--- src/rtl/s3_iter_ctrl.sv ---
`default_nettype none
// ============================================================================
// Module   : s3theta
// Purpose  : Stage-3 angle update for the hyperbolic CORDIC z path.
//            zOut = iData + step when iSign = 1, and iData - step when
//            iSign = 0. The step is 2^-4 when scomp = 1 and 2^-5 when
//            scomp = 0. When compin = 1, iData passes through unchanged.
// Ports    : iData  [DWIDTH-1:0] current angle residue
//            iSign               1 = add the step (residue is negative)
//            scomp               1 = step 2^-4, 0 = step 2^-5
//            compin              1 = residue already zero, hold it
//            zOut   [DWIDTH-1:0] updated residue
// Revision : 1.0 - initial release
// ============================================================================
module s3theta #(
    parameter int FRA_WIDTH = 13,
    parameter int DWIDTH    = 16
) (
    input  logic [DWIDTH-1:0] iData,
    input  logic              iSign,
    input  logic              scomp,
    input  logic              compin,
    output logic [DWIDTH-1:0] zOut
);
    localparam logic [DWIDTH-1:0] c_ONE   = {{(DWIDTH-1){1'b0}}, 1'b1};
    localparam logic [DWIDTH-1:0] c_STEP4 = c_ONE << (FRA_WIDTH - 4);
    localparam logic [DWIDTH-1:0] c_STEP5 = c_ONE << (FRA_WIDTH - 5);

    logic [DWIDTH-1:0] w_step;

    always_comb begin
        w_step = scomp ? c_STEP4 : c_STEP5;
        if (compin) begin
            zOut = iData;
        end else if (iSign) begin
            zOut = iData + w_step;
        end else begin
            zOut = iData - w_step;
        end
    end
endmodule

// ============================================================================
// Module   : s3_iter_ctrl
// Purpose  : Iterative stage-3 controller for the hyperbolic CORDIC
//            (rotation mode). This block accepts (x, y, z) over a valid/ready
//            handshake. It applies micro-rotations with shift 4, shift 4
//            again, and shift 5, one per cycle. It then holds the result
//            until the downstream block accepts it.
// Ports    : clk, rst                 clock, synchronous active-high reset
//            in_valid / in_ready      upstream handshake
//            x_in, y_in, z_in         stage-2 triple
//            out_valid / out_ready    downstream handshake
//            x_out, y_out, z_out      stage-3 result (registered)
//            rot_cnt [1:0]            count of non-bypassed micro-rotations
// Revision : 1.0 - initial release
// ============================================================================
module s3_iter_ctrl #(
    parameter int INT_WIDTH = 2,
    parameter int FRA_WIDTH = 13,
    parameter int DWIDTH    = 1 + INT_WIDTH + FRA_WIDTH
) (
    input  logic              clk,
    input  logic              rst,
    input  logic              in_valid,
    output logic              in_ready,
    input  logic [DWIDTH-1:0] x_in,
    input  logic [DWIDTH-1:0] y_in,
    input  logic [DWIDTH-1:0] z_in,
    output logic              out_valid,
    input  logic              out_ready,
    output logic [DWIDTH-1:0] x_out,
    output logic [DWIDTH-1:0] y_out,
    output logic [DWIDTH-1:0] z_out,
    output logic [1:0]        rot_cnt
);
    typedef enum logic [2:0] {
        S_IDLE = 3'd0,
        S_R4A  = 3'd1,
        S_R4B  = 3'd2,
        S_R5   = 3'd3,
        S_HOLD = 3'd4
    } state_t;

    state_t            state_q,     state_d;
    logic [DWIDTH-1:0] x_q,         x_d;
    logic [DWIDTH-1:0] y_q,         y_d;
    logic [DWIDTH-1:0] z_q,         z_d;
    logic [1:0]        rot_cnt_q,   rot_cnt_d;
    logic              out_valid_q, out_valid_d;

    logic                     w_scomp;
    logic                     w_z_zero;
    logic                     w_z_neg;
    logic                     w_accept;
    logic signed [DWIDTH-1:0] w_x_sh;
    logic signed [DWIDTH-1:0] w_y_sh;
    logic [DWIDTH-1:0]        w_z_next;

    // The two shift-4 states share the larger step. R5 uses the smaller one.
    assign w_scomp  = (state_q == S_R4A) || (state_q == S_R4B);
    assign w_z_zero = (z_q == '0);
    assign w_z_neg  = z_q[DWIDTH-1];

    // Arithmetic shifts of the pre-update x/y, so both updates see old values.
    assign w_x_sh = w_scomp ? ($signed(x_q) >>> 4) : ($signed(x_q) >>> 5);
    assign w_y_sh = w_scomp ? ($signed(y_q) >>> 4) : ($signed(y_q) >>> 5);

    s3theta #(
        .FRA_WIDTH (FRA_WIDTH),
        .DWIDTH    (DWIDTH)
    ) u_s3theta (
        .iData  (z_q),
        .iSign  (w_z_neg),
        .scomp  (w_scomp),
        .compin (w_z_zero),
        .zOut   (w_z_next)
    );

    // Ready is gated by reset so that nothing is accepted during reset.
    assign in_ready = ~rst & ((state_q == S_IDLE) ||
                              ((state_q == S_HOLD) && out_ready));
    assign w_accept = in_valid & in_ready;

    always_comb begin
        state_d     = state_q;
        x_d         = x_q;
        y_d         = y_q;
        z_d         = z_q;
        rot_cnt_d   = rot_cnt_q;
        out_valid_d = out_valid_q;

        case (state_q)
            S_IDLE: begin
                if (w_accept) begin
                    x_d       = x_in;
                    y_d       = y_in;
                    z_d       = z_in;
                    rot_cnt_d = 2'd0;
                    state_d   = S_R4A;
                end
            end
            S_R4A, S_R4B, S_R5: begin
                // A zero residue bypasses the step entirely.
                if (!w_z_zero) begin
                    x_d       = w_z_neg ? (x_q - w_y_sh) : (x_q + w_y_sh);
                    y_d       = w_z_neg ? (y_q - w_x_sh) : (y_q + w_x_sh);
                    z_d       = w_z_next;
                    rot_cnt_d = rot_cnt_q + 2'd1;
                end
                if (state_q == S_R4A) begin
                    state_d = S_R4B;
                end else if (state_q == S_R4B) begin
                    state_d = S_R5;
                end else begin
                    state_d     = S_HOLD;
                    out_valid_d = 1'b1;
                end
            end
            S_HOLD: begin
                if (out_ready) begin
                    out_valid_d = 1'b0;
                    if (w_accept) begin
                        x_d       = x_in;
                        y_d       = y_in;
                        z_d       = z_in;
                        rot_cnt_d = 2'd0;
                        state_d   = S_R4A;
                    end else begin
                        state_d = S_IDLE;
                    end
                end
            end
            default: begin
                state_d     = S_IDLE;
                out_valid_d = 1'b0;
            end
        endcase
    end

    always_ff @(posedge clk) begin
        if (rst) begin
            state_q     <= S_IDLE;
            x_q         <= '0;
            y_q         <= '0;
            z_q         <= '0;
            rot_cnt_q   <= 2'd0;
            out_valid_q <= 1'b0;
        end else begin
            state_q     <= state_d;
            x_q         <= x_d;
            y_q         <= y_d;
            z_q         <= z_d;
            rot_cnt_q   <= rot_cnt_d;
            out_valid_q <= out_valid_d;
        end
    end

    assign x_out     = x_q;
    assign y_out     = y_q;
    assign z_out     = z_q;
    assign rot_cnt   = rot_cnt_q;
    assign out_valid = out_valid_q;
endmodule
`default_nettype wire

--- config.mk ---
export PLATFORM = sky130hd
export DESIGN_NAME = s3_iter_ctrl
export DESIGN_NICKNAME = d
export VERILOG_FILES = /design/src/rtl/s3_iter_ctrl.sv
export SDC_FILE = /design/constraint.sdc
export NUM_CORES = 1
export LEC_CHECK = 0
export ABC_AREA = 1
export BUFFER_PORTS_ARGS = -buffer_cell sky130_fd_sc_hd__buf_2
export CORE_MARGIN = 2
export CORE_UTILIZATION = 55
export CTS_BUF_LIST = sky130_fd_sc_hd__clkbuf_2
export CTS_CLUSTER_SIZE = 30
export DETAILED_ROUTE_END_ITERATION = 7
export PLACE_DENSITY = 0.87
export RECOVER_POWER = 25
export SLEW_MARGIN = 20
export SYNTH_ARGS = -nofsm -noshare
export SYNTH_HDL_FRONTEND = slang
export SYNTH_SLANG_ARGS = --single-unit
--- constraint.sdc ---
create_clock -name clk -period 6.8 [get_ports clk]
set_input_delay 0.68 -clock clk [delete_from_list [all_inputs] [get_ports clk]]
set_output_delay 0.68 -clock clk [all_outputs]
set_load 0.1 [all_outputs]
---- Word level (Yosys, flattened, before mapping) ----
Cells that the tools add are included.
operators by class
  bitwise gates (word level) .............. 4
  reductions and logical operators ........ 10
  equality and inequality tests ........... 9
  multipliers ............................. 0
  shift operators ......................... 0
  add/sub/neg operators ................... 7
  div/mod/pow operators ................... 0
  muxes and demuxes ....................... 32
  magnitude comparators ................... 0
operators by type and width
  kind                                           number
  2-to-1 mux 16 bit                              12
  one-hot mux 16 bit (3 select lines)            3
  adder 16 bit                                   3
  subtractor 16 bit                              3
  2-to-1 mux 11 bit                              2
  logical NOT 16 bit                             1
  2-to-1 mux 3 bit                               4
  2-to-1 mux 10 bit                              1
  inequality test 2 bit, second input constant   5
  one-hot mux 3 bit (3 select lines)             1
  == test 3 x 2 -> 1 bit, second input constant  2
  2-to-1 mux 2 bit                               3
  one-hot mux 2 bit (3 select lines)             1
  2-to-1 mux 1 bit                               4
  AND reduction 4 bit                            1
  == test 3 x 1 -> 1 bit, second input constant  1
  == test 3 bit, second input constant           1
  logical NOT 3 bit                              1
  one-hot mux 1 bit (3 select lines)             1
  AND reduction 3 bit                            1
  nonzero test 3 bit                             1
  OR reduction 3 bit                             1
  adder 2 x 1 -> 2 bit, second input constant    1
  bitwise AND 1 bit                              2
  other kinds (4)                                6
word-level totals
  output and inout port bits .............. 52
  memory bits (read-only) ................. 0
  RAM bits ................................ 0
  logic and storage cells ................. 68
  bits in registers ....................... 54
  memories kept ........................... 0
  bits of input ports ..................... 52
  latch bits .............................. 0

---- Longest topological paths before layout ----
  depth in word-level cells ............... 8
  gate-level depth with buffers ........... 26
  depth with buffers taken out ............ 25

---- Hierarchy ----
Synthesis repeated with hierarchy kept, for this count alone.
unflattened totals
  cells, all modules ...................... 779
  area, all modules ....................... 5066.1 sq um
by module, submodules not included
  module        area each (sq um)  instances  cells each  sequential area each (sq um)
  s3_iter_ctrl  4550.6             1          688         1081.0
  s3theta       515.5              1          91          0.0

---- Least setup slack after synthesis ----
No wires, ideal clock.
  path type ............................... input-to-reg
  start ................................... in rst
  end ..................................... reg y_q[15], in the netlist y_out[15]
  required time ........................... 6.669 ns
  slack ................................... 2.450 ns
  stages on the path ...................... 8
  setup time .............................. 0.131 ns
  buffers on the path ..................... 2
  data arrival time ....................... 4.219 ns
  path through ............................ clkbuf_1 nor3_1 nand2_1 nand2_1 inv_2 clkbuf_1 a22oi_1 a21oi_2
on the way
  word-level cells in the longest chain between the ends .. 6
ends and longest elaborated chain
  what                                   RTL line  text
  start, declared                        64        input logic rst,
  NOT 1 bit *                            121       assign in_ready = ~rst & ((state_q == S_IDLE) ||
  bitwise AND 1 bit *                    121
  net in_ready                           66        output logic in_ready,
  bitwise AND 1 bit *                    123       assign w_accept = in_valid & in_ready;
  2-to-1 mux 16 bit *                    --
  2-to-1 mux 16 bit                      --
  one-hot mux 16 bit (3 select lines) *  --
  end signal, assigned                   192       y_q <= y_d;
  end, declared                          87        logic [DWIDTH-1:0] y_q, y_d;
The timed path passes the listed nets; every way through them passes the cells marked *. The select of a mux whose other input is x is not followed.
A chain may end at the register's enable or synchronous reset.

---- Worst setup path after layout ----
  start ................................... reg state_q[0]
  end ..................................... reg y_q[13], in the netlist y_out[13]
on the way
  word-level cells in the longest chain between the ends .. 8
  elaborated cells on any way between the ends .. 23
  classes of those cells .................. add/sub: 2; eq/ne: 6; mux: 6; bitwise: 2; reduce/logical: 7
ends and longest elaborated chain
  what                                                                  RTL line  text
  start, declared                                                       85        state_t state_q, state_d;
  start signal, assigned                                                190       state_q <= state_d;
  parallel branches: the longest is 8 deep, another holds adder 16 bit  --
Parallel ways; which one is timed is not known. The select of a mux whose other input is x is not followed.

==> impl_metrics.json <==
{
  "worst_hold_path.endpoint": "z_out[1]",
  "most_numerous_cell_on_the_critical_path": "sky130_fd_sc_hd__nand2_1",
  "maxSlewViolCount": 0,
  "via_count": 5145,
  "crit_required_ns": 7.23,
  "highest_attainable_clock_frequency_ghz": 0.2208,
  "critical_path.cell_chain": "inv_1 > nand2_4 > nand3_1 > inv_4 > nand2_1 > o21ai_1 > nand2_1 > nor2_4 > nor2_1 > xor2_1 > ha_1 > inv_1 > o21bai_1 > nand2_1 > nand3_1 > nand2_1 > o21ai_0 > nand2_1 > nand3b_1 > nand3_1 > a21oi_1",
  "drc": 0,
  "height_of_the_chip_um": 96.81,
  "hold_path.startpoint": "z_in[1]",
  "synth-seq-area-share": 0.2282,
  "synth_top_cells_by_area": "sky130_fd_sc_hd__dfxtp_1, sky130_fd_sc_hd__nand2_1, sky130_fd_sc_hd__ha_1",
  "worstReg2RegStart": "state_q[0]",
  "area_of_the_core_region_mm2": 0.008299,
  "fin_tns_setup_ns": 0,
  "netlist-cell-type-count": 43,
  "maximum_root_to_sink_buffer_count": 2,
  "antenna_found_initial": 0,
  "max_stage_delay_ns": 0.79,
  "grt.overflow.total": 0,
  "count_of_flip_flops_with_a_built_in_enable_after_synthesis": 0,
  "place.detailed.instances": 892,
  "global_route_wire_length_before_repair_mm": 22.56,
  "setup.worst_path.end_class": "flop",
  "yosys_register_bits": 54,
  "cts_post_setup_buffers_inserted": 0,
  "tritoncts.num_buffers": 5,
  "rows": 33,
  "start_util": 0.5708,
  "route.antenna.remaining_nets": 0,
  "hold_depth": 3,
  "gp_routability_congestion": 0.9169,
  "syn2layout_area_growth_pct": 11.94,
  "die_w_um": 96.81,
  "netlist.top_cell.by_area": "sky130_fd_sc_hd__dfxtp_1",
  "clkTransAtPathRegs_ns": 0.33,
  "timing.critical_path.arrival_ns": 4.96,
  "worst_pin_slew_ns": 1.197,
  "finalWirelength_mm": 13.63,
  "placement.io_buffers": 103,
  "dr.first_iter.drc_count": 305,
  "skew_ns": 0.02672,
  "detail_route.first_pass.iterations": 5,
  "clk_root_buffer_cell": "sky130_fd_sc_hd__clkbuf_2",
  "seq_area_mm2": 0.001081,
  "rsz0062_at_grt": "no",
  "post-route-cell-area_mm2": 0.005303,
  "routed_wire_length_per_instance_um": 15.14,
  "post-dp-hpwl_mm": 10.20,
  "setup.reg_to_reg.worst_slack_ns": 2.27,
  "start_kind": "flop",
  "reg2reg_depth": 21,
  "rr_endpoint": "y_out[13]",
  "clock_latency_on_the_worst_skew_pair_ns": 0.50,
  "post_drt_via_cell_ratio": 5.717,
  "placement.cell_area_mm2": 0.005271,
  "slew_headroom": 0.2055,
  "antennaDiodeCount": 0,
  "synth_top_cell_area_share": 0.2282,
  "drive_above_1_share": 0.1635,
  "critical_path_peak_fanout": 28,
  "slowest_stage": "sky130_fd_sc_hd__nand3_1",
  "synthesis.area_mm2": 0.004737,
  "worst_min_delay_path_category": "in -> reg",
  "num-nets-final": 886,
  "run_status": "finished, final reports clean",
  "ys.warnings.count": 0,
  "fin_crit_ns": 4.529,
  "hold_vio_cnt_final": 0,
  "yosysMostFrequentCell": "sky130_fd_sc_hd__nand2_1",
  "synth.cells.most_frequent": "sky130_fd_sc_hd__nand2_1, sky130_fd_sc_hd__inv_1, sky130_fd_sc_hd__a21oi_1, sky130_fd_sc_hd__dfxtp_1, sky130_fd_sc_hd__nor2_1",
  "post-route-period-util": 0.6661,
  "io_pins": 104,
  "setup_viol": 0,
  "ys.flop_type": "sky130_fd_sc_hd__dfxtp_1",
  "drv.max_cap_violation_count": 0,
  "n_fill_cell": 780,
  "synthesis.instances": 706,
  "grtUsageTotal": 0.2836,
  "grt_pass1_vias": 4960,
  "h_tree_levels": 2,
  "asyncSetResetFlopFracSynth": 0,
  "design.die.area_mm2": 0.009371,
  "ctsResizeCount": 0,
  "path_class": "reg -> reg",
  "final_cell_count_no_fill": 900,
  "postCtsHoldBufs": 0,
  "synth_fp_nets": 798,
  "multi_input_area_mm2": 0.003191,
  "clkSinkCount": 54,
  "postSynthAreaPerCell_um2": 6.710,
  "grt_start_max_net_pins": 46,
  "tritoncts": "built"
}
==> state kept, by name (all words and copies together) (netlist names) <==
name	cells
z_out	16
x_out	16
rot_cnt	2
y_out	16
out_valid	1
state_q	3
==> layer usage <==
| metal | global-route usage | wire [µm] |
|---|---|---|
| met5 | 0 | 0 |
| met4 | 0.08667 | 277 |
| met3 | 0.03468 | 752 |
| met2 | 0.5000 | 6523 |
| met1 | 0.3607 | 6072 |
==> final cells by class <==
cell class / instances / share of cell area
timing repair buffer: 103 / 0.09179
multi-input combinational: 540 / 0.6017
sequential: 54 / 0.2039
tap: 105 / 0.02478
inverter: 90 / 0.06418
clock buffer: 5 / 0.004719
clock inverter: 3 / 0.008966
==> cell families after synthesis <==
group,after synthesis,synth area share
DFF,54,0.2282
adders and majority gates,40,0.1104
buffers and inverters,112,0.09561
xor gates and xnor gates,35,0.06471
AOI/OAI and AO/OA,176,0.2198
and+or+nand+nor,289,0.2813
==> critical path, delay by kind of cell, from the launching register on <==
family | cells | cell delay, ns
adder cells (fa/ha/maj) | 1 | 0.39
AND/OR/NAND/NOR | 12 | 2.05
AO/OA/AOI/OAI | 4 | 0.73
flip-flops | 1 | 0.46
buffers and inverters | 3 | 0.63
XOR/XNOR | 1 | 0.19
==> layout by cell type (no fill, tap or decap), types with 26 or more instances in the layout <==
cell type / synthesis / routed
sky130_fd_sc_hd__a21oi_1: 63 / 63
sky130_fd_sc_hd__buf_2: 6 / 80
sky130_fd_sc_hd__dfxtp_1: 54 / 54
sky130_fd_sc_hd__ha_1: 37 / 37
sky130_fd_sc_hd__inv_1: 84 / 85
sky130_fd_sc_hd__nand2_1: 157 / 157
sky130_fd_sc_hd__nand3_1: 40 / 41
sky130_fd_sc_hd__nor2_1: 43 / 43
sky130_fd_sc_hd__o21ai_0: 41 / 41
sky130_fd_sc_hd__xor2_1: 26 / 26
==> through the flow <==
step                hold WS (ns)  setup WS (ns)  utilization
floorplan                 0.5208          2.450            -
global placement          0.4469          3.298       0.6352
detailed placement        0.4500          3.157       0.6352
CTS                       0.3453          3.089       0.6439
global route              0.3391          1.844       0.6389
finish                    0.3475          2.271       0.6389
==> how the worst max path moves through the flow <==
stage | from | to | depth (start not counted)
after floorplan | rst | y_out[15] | 8
after global placement | state_q[0] | y_out[14] | 21
after detailed placement | state_q[1] | y_out[13] | 22
after CTS | state_q[1] | y_out[13] | 21
after global routing | state_q[2] | y_out[13] | 20
final | state_q[0] | y_out[13] | 21
Power is not shown: default switching activity piles up to over one toggle a cycle in this logic, so the estimate is an artifact.
